$ cat config.mk
export PLATFORM = sky130hd
export DESIGN_NAME = taus_rr_server
export DESIGN_NICKNAME = d
export VERILOG_FILES = /design/src/rtl/taus_pkg.sv /design/src/rtl/taus88_step.sv /design/src/rtl/taus_rr_server.sv
export SDC_FILE = /design/constraint.sdc
export NUM_CORES = 1
export LEC_CHECK = 0
export CAP_MARGIN = 25
export CORE_MARGIN = 1.5
export CORE_UTILIZATION = 49
export DETAILED_ROUTE_END_ITERATION = 10
export PLACE_DENSITY = 0.78
export SLEW_MARGIN = 10
export SYNTH_ARGS = -nofsm -noshare
export SYNTH_HDL_FRONTEND = slang
export SYNTH_SLANG_ARGS = --single-unit
$ cat constraint.sdc
create_clock -name clk -period 5.3 [get_ports clk]
set_input_delay 0.795 -clock clk [delete_from_list [all_inputs] [get_ports clk]]
set_output_delay 0.795 -clock clk [all_outputs]
set_load 0.01 [all_outputs]
$ cat src/rtl/taus_pkg.sv
// Shared constants, seed legality helper and FSM encoding for the taus88
// round-robin server.
package taus_pkg;

  localparam int TAUS_W = 32;

  localparam logic [TAUS_W-1:0] DEF_S1 = 32'h1234_5678;
  localparam logic [TAUS_W-1:0] DEF_S2 = 32'h9ABC_DEF0;
  localparam logic [TAUS_W-1:0] DEF_S3 = 32'hCAFE_F00D;

  localparam logic [TAUS_W-1:0] MIN_S1 = 32'd2;
  localparam logic [TAUS_W-1:0] MIN_S2 = 32'd8;
  localparam logic [TAUS_W-1:0] MIN_S3 = 32'd16;

  typedef enum logic {
    WARM = 1'b0,
    RUN  = 1'b1
  } state_t;

  // Components below their minimum would collapse the generator, so each is
  // swapped for its default independently.
  function automatic logic [3*TAUS_W-1:0] check_seed(input logic [3*TAUS_W-1:0] seed);
    logic [TAUS_W-1:0] s1;
    logic [TAUS_W-1:0] s2;
    logic [TAUS_W-1:0] s3;
    s1 = seed[95:64];
    s2 = seed[63:32];
    s3 = seed[31:0];
    if (s1 < MIN_S1) s1 = DEF_S1;
    if (s2 < MIN_S2) s2 = DEF_S2;
    if (s3 < MIN_S3) s3 = DEF_S3;
    return {s1, s2, s3};
  endfunction

endpackage

$ cat src/rtl/taus88_step.sv
// One combinational step of the combined Tausworthe (taus88) generator:
// next state of all three components plus the output word.
module taus88_step
  import taus_pkg::*;
(
  input  logic [TAUS_W-1:0] i_s1,
  input  logic [TAUS_W-1:0] i_s2,
  input  logic [TAUS_W-1:0] i_s3,
  output logic [TAUS_W-1:0] o_s1,
  output logic [TAUS_W-1:0] o_s2,
  output logic [TAUS_W-1:0] o_s3,
  output logic [TAUS_W-1:0] o_word
);

  assign o_s1   = ((i_s1 & 32'hFFFF_FFFE) << 12) ^ (((i_s1 << 13) ^ i_s1) >> 19);
  assign o_s2   = ((i_s2 & 32'hFFFF_FFF8) << 4)  ^ (((i_s2 << 2)  ^ i_s2) >> 25);
  assign o_s3   = ((i_s3 & 32'hFFFF_FFF0) << 17) ^ (((i_s3 << 3)  ^ i_s3) >> 11);
  assign o_word = o_s1 ^ o_s2 ^ o_s3;

endmodule

$ cat src/rtl/taus_rr_server.sv
// Round-robin server sharing one taus88 generator among N_REQ requesters;
// owns seeding and warm-up, issues at most one fresh word per cycle.
module taus_rr_server
  import taus_pkg::*;
#(
  parameter int N_REQ  = 4,
  parameter int WARMUP = 8
) (
  input  logic                clk,
  input  logic                rst,
  input  logic                seed_load,
  input  logic [3*TAUS_W-1:0] seed_in,
  input  logic [N_REQ-1:0]    req,
  output logic [N_REQ-1:0]    gnt,
  output logic [TAUS_W-1:0]   rnd_out,
  output logic                rnd_valid,
  output logic                busy,
  output logic                dbg_state
);

  localparam int PTR_W = $clog2(N_REQ);
  localparam int CNT_W = (WARMUP > 1) ? $clog2(WARMUP) : 1;
  localparam logic [CNT_W-1:0] CNT_LAST = CNT_W'(WARMUP - 1);
  localparam logic [PTR_W:0]   N_EXT    = (PTR_W + 1)'(N_REQ);
  localparam logic [PTR_W-1:0] PTR_LAST = PTR_W'(N_REQ - 1);

  state_t              r_state, w_state_nxt;
  logic [TAUS_W-1:0]   r_s1, r_s2, r_s3;
  logic [TAUS_W-1:0]   w_s1_nxt, w_s2_nxt, w_s3_nxt;
  logic [CNT_W-1:0]    r_cnt, w_cnt_nxt;
  logic [PTR_W-1:0]    r_ptr, w_ptr_nxt;
  logic [N_REQ-1:0]    r_gnt, w_gnt_nxt;
  logic [TAUS_W-1:0]   r_rnd, w_rnd_nxt;
  logic                r_rnd_valid;

  logic [TAUS_W-1:0]   w_st_s1, w_st_s2, w_st_s3, w_word;
  logic [3*TAUS_W-1:0] w_seed_chk;

  logic [2*N_REQ-1:0]  w_req2;
  logic [N_REQ-1:0]    w_rot;
  logic                w_found;
  logic [PTR_W-1:0]    w_off, w_idx, w_ptr_inc;
  logic [PTR_W:0]      w_sum;

  taus88_step u_step (
    .i_s1   (r_s1),
    .i_s2   (r_s2),
    .i_s3   (r_s3),
    .o_s1   (w_st_s1),
    .o_s2   (w_st_s2),
    .o_s3   (w_st_s3),
    .o_word (w_word)
  );

  assign w_seed_chk = check_seed(seed_in);

  // Rotate requests so bit 0 is the current pointer; the lowest set bit wins.
  assign w_req2 = {req, req} >> r_ptr;
  assign w_rot  = w_req2[N_REQ-1:0];

  always_comb begin
    w_found = 1'b0;
    w_off   = '0;
    for (int i = N_REQ - 1; i >= 0; i--) begin
      if (w_rot[i]) begin
        w_found = 1'b1;
        w_off   = PTR_W'(i);
      end
    end
  end

  assign w_sum     = {1'b0, r_ptr} + {1'b0, w_off};
  assign w_idx     = (w_sum >= N_EXT) ? PTR_W'(w_sum - N_EXT) : w_sum[PTR_W-1:0];
  assign w_ptr_inc = (w_idx == PTR_LAST) ? '0 : w_idx + 1'b1;

  always_comb begin
    w_state_nxt = r_state;
    w_s1_nxt    = r_s1;
    w_s2_nxt    = r_s2;
    w_s3_nxt    = r_s3;
    w_cnt_nxt   = r_cnt;
    w_ptr_nxt   = r_ptr;
    w_gnt_nxt   = '0;
    w_rnd_nxt   = r_rnd;
    if (seed_load) begin
      {w_s1_nxt, w_s2_nxt, w_s3_nxt} = w_seed_chk;
      w_cnt_nxt   = '0;
      w_state_nxt = WARM;
    end else begin
      case (r_state)
        WARM: begin
          w_s1_nxt = w_st_s1;
          w_s2_nxt = w_st_s2;
          w_s3_nxt = w_st_s3;
          if (r_cnt == CNT_LAST) begin
            w_cnt_nxt   = '0;
            w_state_nxt = RUN;
          end else begin
            w_cnt_nxt = r_cnt + 1'b1;
          end
        end
        RUN: begin
          if (w_found) begin
            w_gnt_nxt = N_REQ'(1) << w_idx;
            w_rnd_nxt = w_word;
            w_s1_nxt  = w_st_s1;
            w_s2_nxt  = w_st_s2;
            w_s3_nxt  = w_st_s3;
            w_ptr_nxt = w_ptr_inc;
          end
        end
        default: w_state_nxt = WARM;
      endcase
    end
  end

  always_ff @(posedge clk) begin
    if (rst) begin
      r_state     <= WARM;
      r_s1        <= DEF_S1;
      r_s2        <= DEF_S2;
      r_s3        <= DEF_S3;
      r_cnt       <= '0;
      r_ptr       <= '0;
      r_gnt       <= '0;
      r_rnd       <= '0;
      r_rnd_valid <= 1'b0;
    end else begin
      r_state     <= w_state_nxt;
      r_s1        <= w_s1_nxt;
      r_s2        <= w_s2_nxt;
      r_s3        <= w_s3_nxt;
      r_cnt       <= w_cnt_nxt;
      r_ptr       <= w_ptr_nxt;
      r_gnt       <= w_gnt_nxt;
      r_rnd       <= w_rnd_nxt;
      r_rnd_valid <= |w_gnt_nxt;
    end
  end

  assign gnt       = r_gnt;
  assign rnd_out   = r_rnd;
  assign rnd_valid = r_rnd_valid;
  assign busy      = (r_state == WARM);
  assign dbg_state = r_state;

endmodule
# Yosys cells after proc, flatten, opt, wreduce, memory -nomap -nowiden
# Cells that the tools add are included.
[op_classes]
n_shift = 2
bitwise_logic = 10
order_cmp = 4
reduce_logical = 3
n_div = 0
eq_ne = 3
mux = 28
addsub = 4
n_mul = 0
[ops]
columns = ["operator", "n"]
rows = [
  ["32-bit two-way mux", 9],
  ["32-bit case mux with 2 select lines", 3],
  ["32-bit bitwise XOR", 5],
  ["32-bit by 2-bit less-than comparator with 1-bit output (second input constant)", 1],
  ["32-bit by 4-bit less-than comparator with 1-bit output (second input constant)", 1],
  ["32-bit by 5-bit less-than comparator with 1-bit output (second input constant)", 1],
  ["32-bit by 13-bit bitwise XOR with 32-bit output", 1],
  ["32-bit by 21-bit bitwise XOR with 32-bit output", 1],
  ["32-bit by 7-bit bitwise XOR with 32-bit output", 1],
  ["2-bit two-way mux", 6],
  ["4-bit two-way mux", 3],
  ["8-bit by 2-bit right shift with 4-bit output", 1],
  ["1-bit two-way mux", 6],
  ["4-bit OR reduction", 1],
  ["1-bit by 2-bit left shift with 4-bit output (first input constant)", 1],
  ["2-bit by 2-bit adder with 3-bit output", 1],
  ["3-bit by 1-bit adder with 3-bit output (second input constant)", 1],
  ["3-bit equality test (second input constant)", 1],
  ["3-bit greater-or-equal comparator (second input constant)", 1],
  ["3-bit two-way mux", 1],
  ["3-bit by 2-bit inequality test with 1-bit output (second input constant)", 1],
  ["3-bit AND reduction", 1],
  ["2-bit by 1-bit adder with 2-bit output (second input constant)", 1],
  ["2-bit equality test (second input constant)", 1],
  ["other kinds (3)", 4],
]
[word_totals]
n_memories = 0
mem_bits_ro = 0
inputBits = 103
ramBits = 0
latch_bits = 0
out_inout_bits = 39
regBits = 139

# Depth between registers and ports, before layout
# Gate-level depths: netlist of run 1.
[logic_depth]
depth_word = 13
mapped_depth = 10
depth_no_buf = 9

# Cells and area by module
# Synthesis of run 1 repeated with hierarchy kept, for this count alone.
[hier_totals]
hier_cells = 835
area_unflattened_um2 = 7435.9
[by_module_without_submodules]
columns = ["module", "cells_each", "area_each_um2", "seq_area_each_um2", "n_inst"]
rows = [
  ["taus_rr_server", 688, 6022.0, 2782.7, 1],
  ["taus88_step", 147, 1413.9, 0.0, 1],
]

# Worst setup path after synthesis of run 1
# OpenSTA, ideal clock, no wires.
[synth_path]
path_kind = "input-to-reg"
from = "input req[2]"
to = "register r_ptr[1]"
t_required_ps = 5230
path_stages = 8
setup_slack_ps = 2823
arrival_ps = 2407
path_buffers = 1
path_cell_list = "buf_2 o311a_1 o21ai_0 ha_1 xnor2_1 xnor2_1 or3_1 a21oi_1"
[synth_between]
elab_chain_cells = 10
elab_cells_between_ends = 17
cone_classes = "3 x add/sub; 1 x order compare; 1 x eq/ne; 1 x shift; 10 x mux; 1 x reduce/logical"
[synth_lines]
columns = ["element", "line", "source"]
rows = [
  ["from (decl)", "taus_rr_server.sv:13", "input logic [N_REQ-1:0] req,"],
  ["8-bit by 2-bit right shift with 4-bit output *", "taus_rr_server.sv:58", "assign w_req2 = {req, req} >> r_ptr;"],
  ["2-bit two-way mux (4 in a row)", "taus_rr_server.sv:65", "if (w_rot[i]) begin"],
  ["2-bit by 2-bit adder with 3-bit output", "taus_rr_server.sv:72", "assign w_sum = {1'b0, r_ptr} + {1'b0, w_off};"],
  ["3-bit greater-or-equal comparator / 2-bit by 1-bit subtractor with 2-bit output (equally long branches)", "taus_rr_server.sv:73", "assign w_idx = (w_sum >= N_EXT) ? PTR_W'(w_sum - N_EXT) : w_sum[PTR_W-1:0];"],
  ["2-bit two-way mux", "taus_rr_server.sv:73", ""],
  ["2-bit by 1-bit adder with 2-bit output / 2-bit equality test (equally long branches)", "taus_rr_server.sv:74", "assign w_ptr_inc = (w_idx == PTR_LAST) ? '0 : w_idx + 1'b1;"],
  ["2-bit two-way mux", "taus_rr_server.sv:74", ""],
  ["to (signal assigned)", "taus_rr_server.sv:134", "r_ptr <= w_ptr_nxt;"],
  ["to (decl)", "taus_rr_server.sv:31", "logic [PTR_W-1:0] r_ptr, w_ptr_nxt;"],
]
# Mark *: on every way between the ends. The rest lies on a longest branch, timed or not.
# A chain may end at the register's enable or synchronous reset.

# Final worst setup path of run 1
[layout_path]
from = "input seed_in[62]"
to = "register r_s2[14]"
[layout_between]
elab_chain_cells = 3
[layout_lines]
columns = ["element", "line", "source"]
rows = [
  ["from (decl)", "taus_rr_server.sv:12", "input logic [3*TAUS_W-1:0] seed_in,"],
  ["32-bit by 4-bit less-than comparator with 1-bit output", "taus_pkg.sv:30", "if (s2 < MIN_S2) s2 = DEF_S2;"],
  ["32-bit two-way mux", "taus_pkg.sv:30", ""],
  ["32-bit two-way mux", "taus_rr_server.sv:85", "if (seed_load) begin"],
  ["to (signal assigned)", "taus_rr_server.sv:131", "r_s2 <= w_s2_nxt;"],
  ["to (decl)", "taus_rr_server.sv:28", "logic [TAUS_W-1:0] r_s1, r_s2, r_s3;"],
]
# No other way between the ends.

==> results of run 1 <==
## cell usage after synthesis (2+ instances only)
master	number
a211oi_1	35
o211ai_1	4
o21ai_0	18
nor4_1	23
nor3_1	9
nand3_1	2
ha_1	3
o221ai_1	43
buf_2	11
and3_1	2
nand2_1	143
buf_1	5
dfxtp_1	131
nor2_1	48
inv_1	3
xor2_1	18
xnor2_1	91
a21oi_1	89
clkbuf_1	49
o32ai_1	2
mux2i_1	28
nand4_1	5
nand2b_1	6
## per-layer routing
layer  global-route usage  vias to the layer above  part of all wire
li1                     -                     2927                 -
met1                0.403                     2906              0.43
met2                0.427                      340              0.45
met3               0.0465                       44             0.087
met4                0.108                        0             0.027
met5                    0                        -                 0
## metrics by stage
| step | setup slack (ns) | cell area (µm²) | power, W | cells |
|---|---|---|---|---|
| after floorplan | 2.82 | 6480 | 0.00138 | 778 |
| after global placement | 1.95 | 7810 | 0.00155 | 1021 |
| after detailed placement | 2.14 | 7860 | 0.00156 | 1023 |
| after CTS | 2.52 | 8480 | 0.00277 | 1055 |
| after global routing | 2.34 | 8490 | 0.00287 | 1056 |
| final | 2.51 | 8490 | 0.00278 | 1056 |
## cell usage in the layout, fill, tap and decap left out, types with 2 or more instances in the layout
master | netlist | layout
clkinv_2 | 0 | 6
xnor2_1 | 91 | 91
bufinv_16 | 0 | 3
a21oi_1 | 89 | 89
a211oi_1 | 35 | 35
clkbuf_8 | 0 | 5
o211ai_1 | 4 | 4
o21ai_1 | 1 | 2
dfxtp_1 | 131 | 131
o21ai_0 | 18 | 17
clkdlybuf4s50_1 | 0 | 131
nor2_1 | 48 | 46
clkbuf_16 | 0 | 17
o32ai_1 | 2 | 2
ha_1 | 3 | 3
nand2b_1 | 6 | 6
nor4_1 | 23 | 23
buf_4 | 1 | 7
nor3_1 | 9 | 9
nand4_1 | 5 | 5
o221ai_1 | 43 | 43
and3_1 | 2 | 2
nand3_1 | 2 | 2
buf_16 | 0 | 2
mux2i_1 | 28 | 28
nand2_1 | 143 | 142
inv_1 | 3 | 3
xor2_1 | 18 | 18
## where the power goes
group	leakage [nW]	total [W]	internal, W	switching, W
Combinational	1.70	0.000451	0.000221	0.000229
Clock	0.311	0.00122	0.000797	0.000426
Sequential	1.08	0.00111	0.00104	0.0000705
## logic make-up after synthesis
kind of cell | count (synthesis) | share of synthesized area
AO/OA/AOI/OAI | 196 | 0.196
XOR/XNOR | 110 | 0.150
adder cells (fa/ha/maj) | 3 | 0.00579
buffers and inverters | 69 | 0.0427
flip-flops | 131 | 0.405
multiplexers | 28 | 0.0432
AND/OR/NAND/NOR | 241 | 0.158
## flip-flops by register name, indices dropped and copies added (netlist names)
signal and flops:
rnd_out 32, r_s1 31, r_s2 29, r_s3 28
gnt 4, r_cnt 3, r_ptr 2, dbg_state 1
rnd_valid 1
## cell type report
class / count / area, µm² / area share
multi-input cells: 578 / 3600 / 0.424
flip-flops and latches: 131 / 2620 / 0.309
repair buffers: 140 / 1420 / 0.167
clock buffers: 22 / 494 / 0.0582
well taps: 172 / 215 / 0.0253
clock inverters: 10 / 128 / 0.0150
inverters: 3 / 11.3 / 0.00133
## worst min-delay path: stages (launching register included)
cell,delay [ns]
dfxtp_1,0.30
nand2_1,0.05
a21oi_1,0.05
## worst paths after layout
| check | from | end | slack, ns | cells after the start |
|---|---|---|---|---|
| setup / recovery | seed_in[62] | r_s2[14]$_SDFFE_PP1P_ | 2.51 | 6 |
| hold / removal | rnd_out[10]$_SDFFE_PP0P_ | rnd_out[10]$_SDFFE_PP0P_ | 0.45 | 2 |
| hold reg to reg | rnd_out[10]$_SDFFE_PP0P_ | rnd_out[10]$_SDFFE_PP0P_ | 0.45 | 2 |
| setup reg to reg | dbg_state$_SDFF_PP0_ | r_ptr[1]$_SDFFE_PP0P_ | 3.04 | 5 |
==> run metrics, run 1 <==
slowest stage cell, crit path o21ai_2; DR DRC count 0; Synth Flop Type dfxtp_1; post-synth top area share 0.405; setup repair bufs after CTS 0; TNS Setup 0 ns; Post-Syn Nets roughly 880; Buf+Inv Stages, Crit Path 1; Overflow after GRT 0; area grow syn2layout 31.0%; H-Tree Depth 4; RSZ-0062 raised after global routing no; # Max-Cap Violations 0; Starting DRT DRC Count a little over 800; DIE WIDTH around 120 µm; Seq/Total Area, Yosys 0.405; Post-DP HPWL 14200 µm; CTS Buf Count 17; WL per Instance about 19 µm; vias 6217; GPL Wtd Cong 0.891; largest net degree at the start of global routing 75; Clock Pin Slew Worst Setup and Hold Paths roughly 0.06 ns; Critical Path Sink Type flop; TritonCTS clock tree built; Std-Cell Rows 41; final wirelength slightly below 20000 µm; Die Ht 118 µm; clk root buf clkbuf_16; crit start category primary input; share of post-route cells with drive strength above 1 0.0543; leakage 3.09 nW; Max FO, Critical Path 19; number of synthesized register bits around 130; Port Buf Inserts 133; Post-Syn Instances between 700 and 800; Min-Delay Path Class reg -> reg; Slew Viols, Final 0; Final Hold Viols 0; status completed; CP Data Required Time between 5 and 6 ns; clk_lat worst skew around 0.42 ns; initial antenna violation count 0; Synth async-reset ratio 0; filler instances approximately 1000; DR pass1 iterations 5; CTS hold repair buffers 0; fmax about 0.36 GHz; Distinct cells, synth 33; GR Util All Layers 0.283; Slew headroom 0.278; peak supply drop between 0.2 and 0.25 mV; Least-Margin Pin Slew approximately 1.1 ns; Worst Path Arrival around 3.1 ns; power density over the cells about 330 mW/mm²; Top delay family on crit path compound AO/OA/AOI/OAI gates; Synth area leader dfxtp_1; CP Cell Sequence clkdlybuf4s50_1, nor4_1, nand4_1, o21ai_2, o221ai_1, nand2_1; IO Count between 100 and 150; Final Core Density 0.665; Mapped Area between 0.006 and 0.007 mm²; hold_ws ~0.45 ns; vias in the first global route approximately 5500; Starting Density 0.507; yosys warns 0; final net count slightly below 1000; Avg Cell Area, Syn approximately 8.3 µm²; Worst Skew approximately 0.006 ns; Synth area leaders dfxtp_1 (40%), xnor2_1 (12%), nand2_1 (8.3%); ANT nets after route 0; ANT cells 0; DIE AREA 0.0139 mm²; Final period util 0.526; Setup Viol. Count Final 0; Via density 5.89; first-pass GRT wire length between 30000 and 40000 µm; clock buffer depth 2; min cycle time layout 2.79 ns; core area 0.0128 mm²; CTS Sinks around 130; Worst path max stage delay between 0.7 and 0.8 ns; PostCTS Resize Cnt 0; number of synthesized flops with an enable pin 0; critical path class in -> reg
Note: power is estimated with default switching activity, not from simulation.
==> run 2: changes to the inputs <==
==> constraint.sdc (replaced) <==
create_clock -name clk -period 2.8 [get_ports clk]
set_input_delay 0.42 -clock clk [delete_from_list [all_inputs] [get_ports clk]]
set_output_delay 0.42 -clock clk [all_outputs]
set_load 0.01 [all_outputs]
==> run metrics, run 2 (synthesis results as in run 1) <==
status completed; ANT cells 0 (unchanged); DIE WIDTH 118 µm (unchanged); Clock Pin Slew Worst Setup and Hold Paths 0.06 ns (about the same); RSZ-0062 raised after global routing no; Port Buf Inserts 133 (unchanged); largest net degree at the start of global routing 63 (-16%); share of power burned in registers 0.387 (-0.011); CP Data Required Time 3.15 ns (-2.51 ns); DR pass1 iterations 5 (unchanged); first-pass GRT wire length 31900 µm (+4.3%); flop-to-flop setup slack 0.62 ns (-2.42 ns); vias in the first global route 5880 (+6.3%); DIE AREA 0.0139 mm² (unchanged); Overflow after GRT 0 (unchanged); Slew headroom 0.572 (+0.294); share of post-route cells with drive strength above 1 0.0584 (+0.00406); setup repair bufs after CTS 0 (unchanged); min cycle time layout 2.28 ns; crit path launch req[3]; WL per Instance 19.0 µm (+1.5%); clk root buf clkbuf_16; commonest non-fill, non-tap cell in the layout nand2_1; clk_lat worst skew 0.43 ns (about the same); fmax 0.439 GHz; DR DRC count 0 (unchanged); routed length on met2 9010 µm (+0.88%); peak supply drop 0.448 mV (+110%); TNS Setup 0 ns (unchanged); slowest stage cell, crit path clkdlybuf4s50_1; Least-Margin Pin Slew 0.642 ns (-0.433 ns); most frequent cells in the layout nand2_1 (142), dfxtp_1 (131), clkdlybuf4s50_1 (131); CP Depth 9 (+3); initial antenna violation count 0 (unchanged); Final period util 0.813; final wirelength 20200 µm (+2.1%); core area 0.0128 mm² (unchanged); H-Tree Depth 4 (unchanged); power density over the cells 630 mW/mm² (+92%); Std-Cell Rows 41 (unchanged); NetSw 0.00144 W (+98%); CTS Sinks 131 (unchanged); clock group share of total power 0.451 (+0.011); Worst Skew 0.00609 ns (-0.00000366 ns); # Max-Cap Violations 0 (unchanged); CP Cell Sequence clkdlybuf4s50_1, inv_1, o311a_1, o21ai_0, ha_1, xnor2_1, xnor2_1, or3_1, a21oi_1; leakage 3.13 nW (+1.1%); Worst path max stage delay 0.56 ns (-0.22 ns); Post-DP HPWL 14300 µm (+0.43%); Gate power share 0.162 (about the same); Starting DRT DRC Count 777 (-6.5%); Int Pwr 0.00397 W (+93%); critical path class in -> reg; Worst R2R Path Depth 8 (+3); max FFs per register 32 (unchanged); Final Core Density 0.672 (+0.00744); Met3 Wirelength 1830 µm (+5.9%); Slew Viols, Final 0 (unchanged); TritonCTS clock tree built; R2R Path End r_ptr[1]$_SDFFE_PP0P_; sw frac 0.266 (+0.00459); CTS hold repair buffers 0 (unchanged); Starting Density 0.507 (unchanged); ANT nets after route 0 (unchanged); cell mode on critical path xnor2_1; crit start category primary input; IO Count 142 (unchanged); Min-Delay Path Class reg -> reg; clock buffer depth 2 (unchanged); worst setup path end r_ptr[1]$_SDFFE_PP0P_; CTS Buf Count 17 (unchanged); Top delay family on crit path buffers and inverters; PostCTS Resize Cnt 0 (unchanged); highest metal used met4; Via density 5.92 (+0.48%); area grow syn2layout 32.4%; Met1 Wirelength 8500 µm (-0.47%); DP Area 0.00794 mm² (+1.1%); Critical Path Sink Type flop; Worst Path Arrival 2.63 ns (-0.51 ns); Max FO, Critical Path 6 (-13); GPL Wtd Cong 0.911 (+2.2%); Final Hold Viols 0 (unchanged); GR Util All Layers 0.292 (+0.00960); vias 6288 (+1.1%); Setup Viol. Count Final 0 (unchanged); Crit Reg-Reg Startpoint r_ptr[0]$_SDFFE_PP0P_; Final Cell Area 0.00859 mm² (+1.1%); final net count 984 (+0.72%); Die Ht 118 µm (unchanged); Buf+Inv Stages, Crit Path 2 (+1)
run 2: cell count changes in the layout (fill, tap and decap cells not counted), sizes merged:
cell / delta
clkinv: -2
clkinvlp: +1
bufinv: +2
clkbuf: -2
inv: +1
buf: +7
run 2: tightest hold or removal path: stages, from the launching register on:
cell     delay [ns]
dfxtp_1        0.31
nand2_1        0.05
a21oi_1        0.05
run 2: how the worst min path moves through the flow:
stage | end | depth (start not counted) | start
final | rnd_out[15]$_SDFFE_PP0P_ | 2 | rnd_out[15]$_SDFFE_PP0P_
after CTS | rnd_out[15]$_SDFFE_PP0P_ | 2 | rnd_out[15]$_SDFFE_PP0P_
after global placement | rnd_out[26]$_SDFFE_PP0P_ | 2 | rnd_out[26]$_SDFFE_PP0P_
after floorplan | r_s1[1]$_SDFFE_PP0P_ | 2 | r_s1[1]$_SDFFE_PP0P_
after global routing | rnd_out[11]$_SDFFE_PP0P_ | 2 | rnd_out[11]$_SDFFE_PP0P_
after detailed placement | rnd_out[15]$_SDFFE_PP0P_ | 2 | rnd_out[15]$_SDFFE_PP0P_
run 2: metal layers:
layer	track usage	vias to the layer above
li1	-	2945
met1	0.400	2900
met2	0.442	379
met3	0.0596	64
met4	0.136	0
met5	0	-
run 2: area by class of cell:
cell class,instances,area (µm²)
fill,1025,4190
multi-input combinational,578,3600
timing repair buffer,147,1490
clock inverter,12,205
inverter,3,11.3
sequential,131,2620
tap,172,215
clock buffer,20,437
run 2: per-stage QoR:
step	cells	total power (W)	hold WS (ns)	setup slack [ns]
2_1_floorplan	778	0.00261	0.457	0.698
3_3_place_gp	1031	0.00296	0.439	0.127
3_5_place_dp	1031	0.00297	0.447	0.0938
4_1_cts	1063	0.00539	0.455	0.524
5_1_grt	1063	0.00556	0.472	0.303
6_report	1063	0.00541	0.449	0.523
run 2: power groups by stage:
stage | Clock, W | Sequential [W] | Combinational (W)
after global routing | 0.00253 | 0.00210 | 0.000928
after global placement | 0 | 0.00212 | 0.000832
after floorplan | 0 | 0.00207 | 0.000539
after detailed placement | 0 | 0.00213 | 0.000845
final | 0.00244 | 0.00210 | 0.000876
after CTS | 0.00244 | 0.00209 | 0.000859
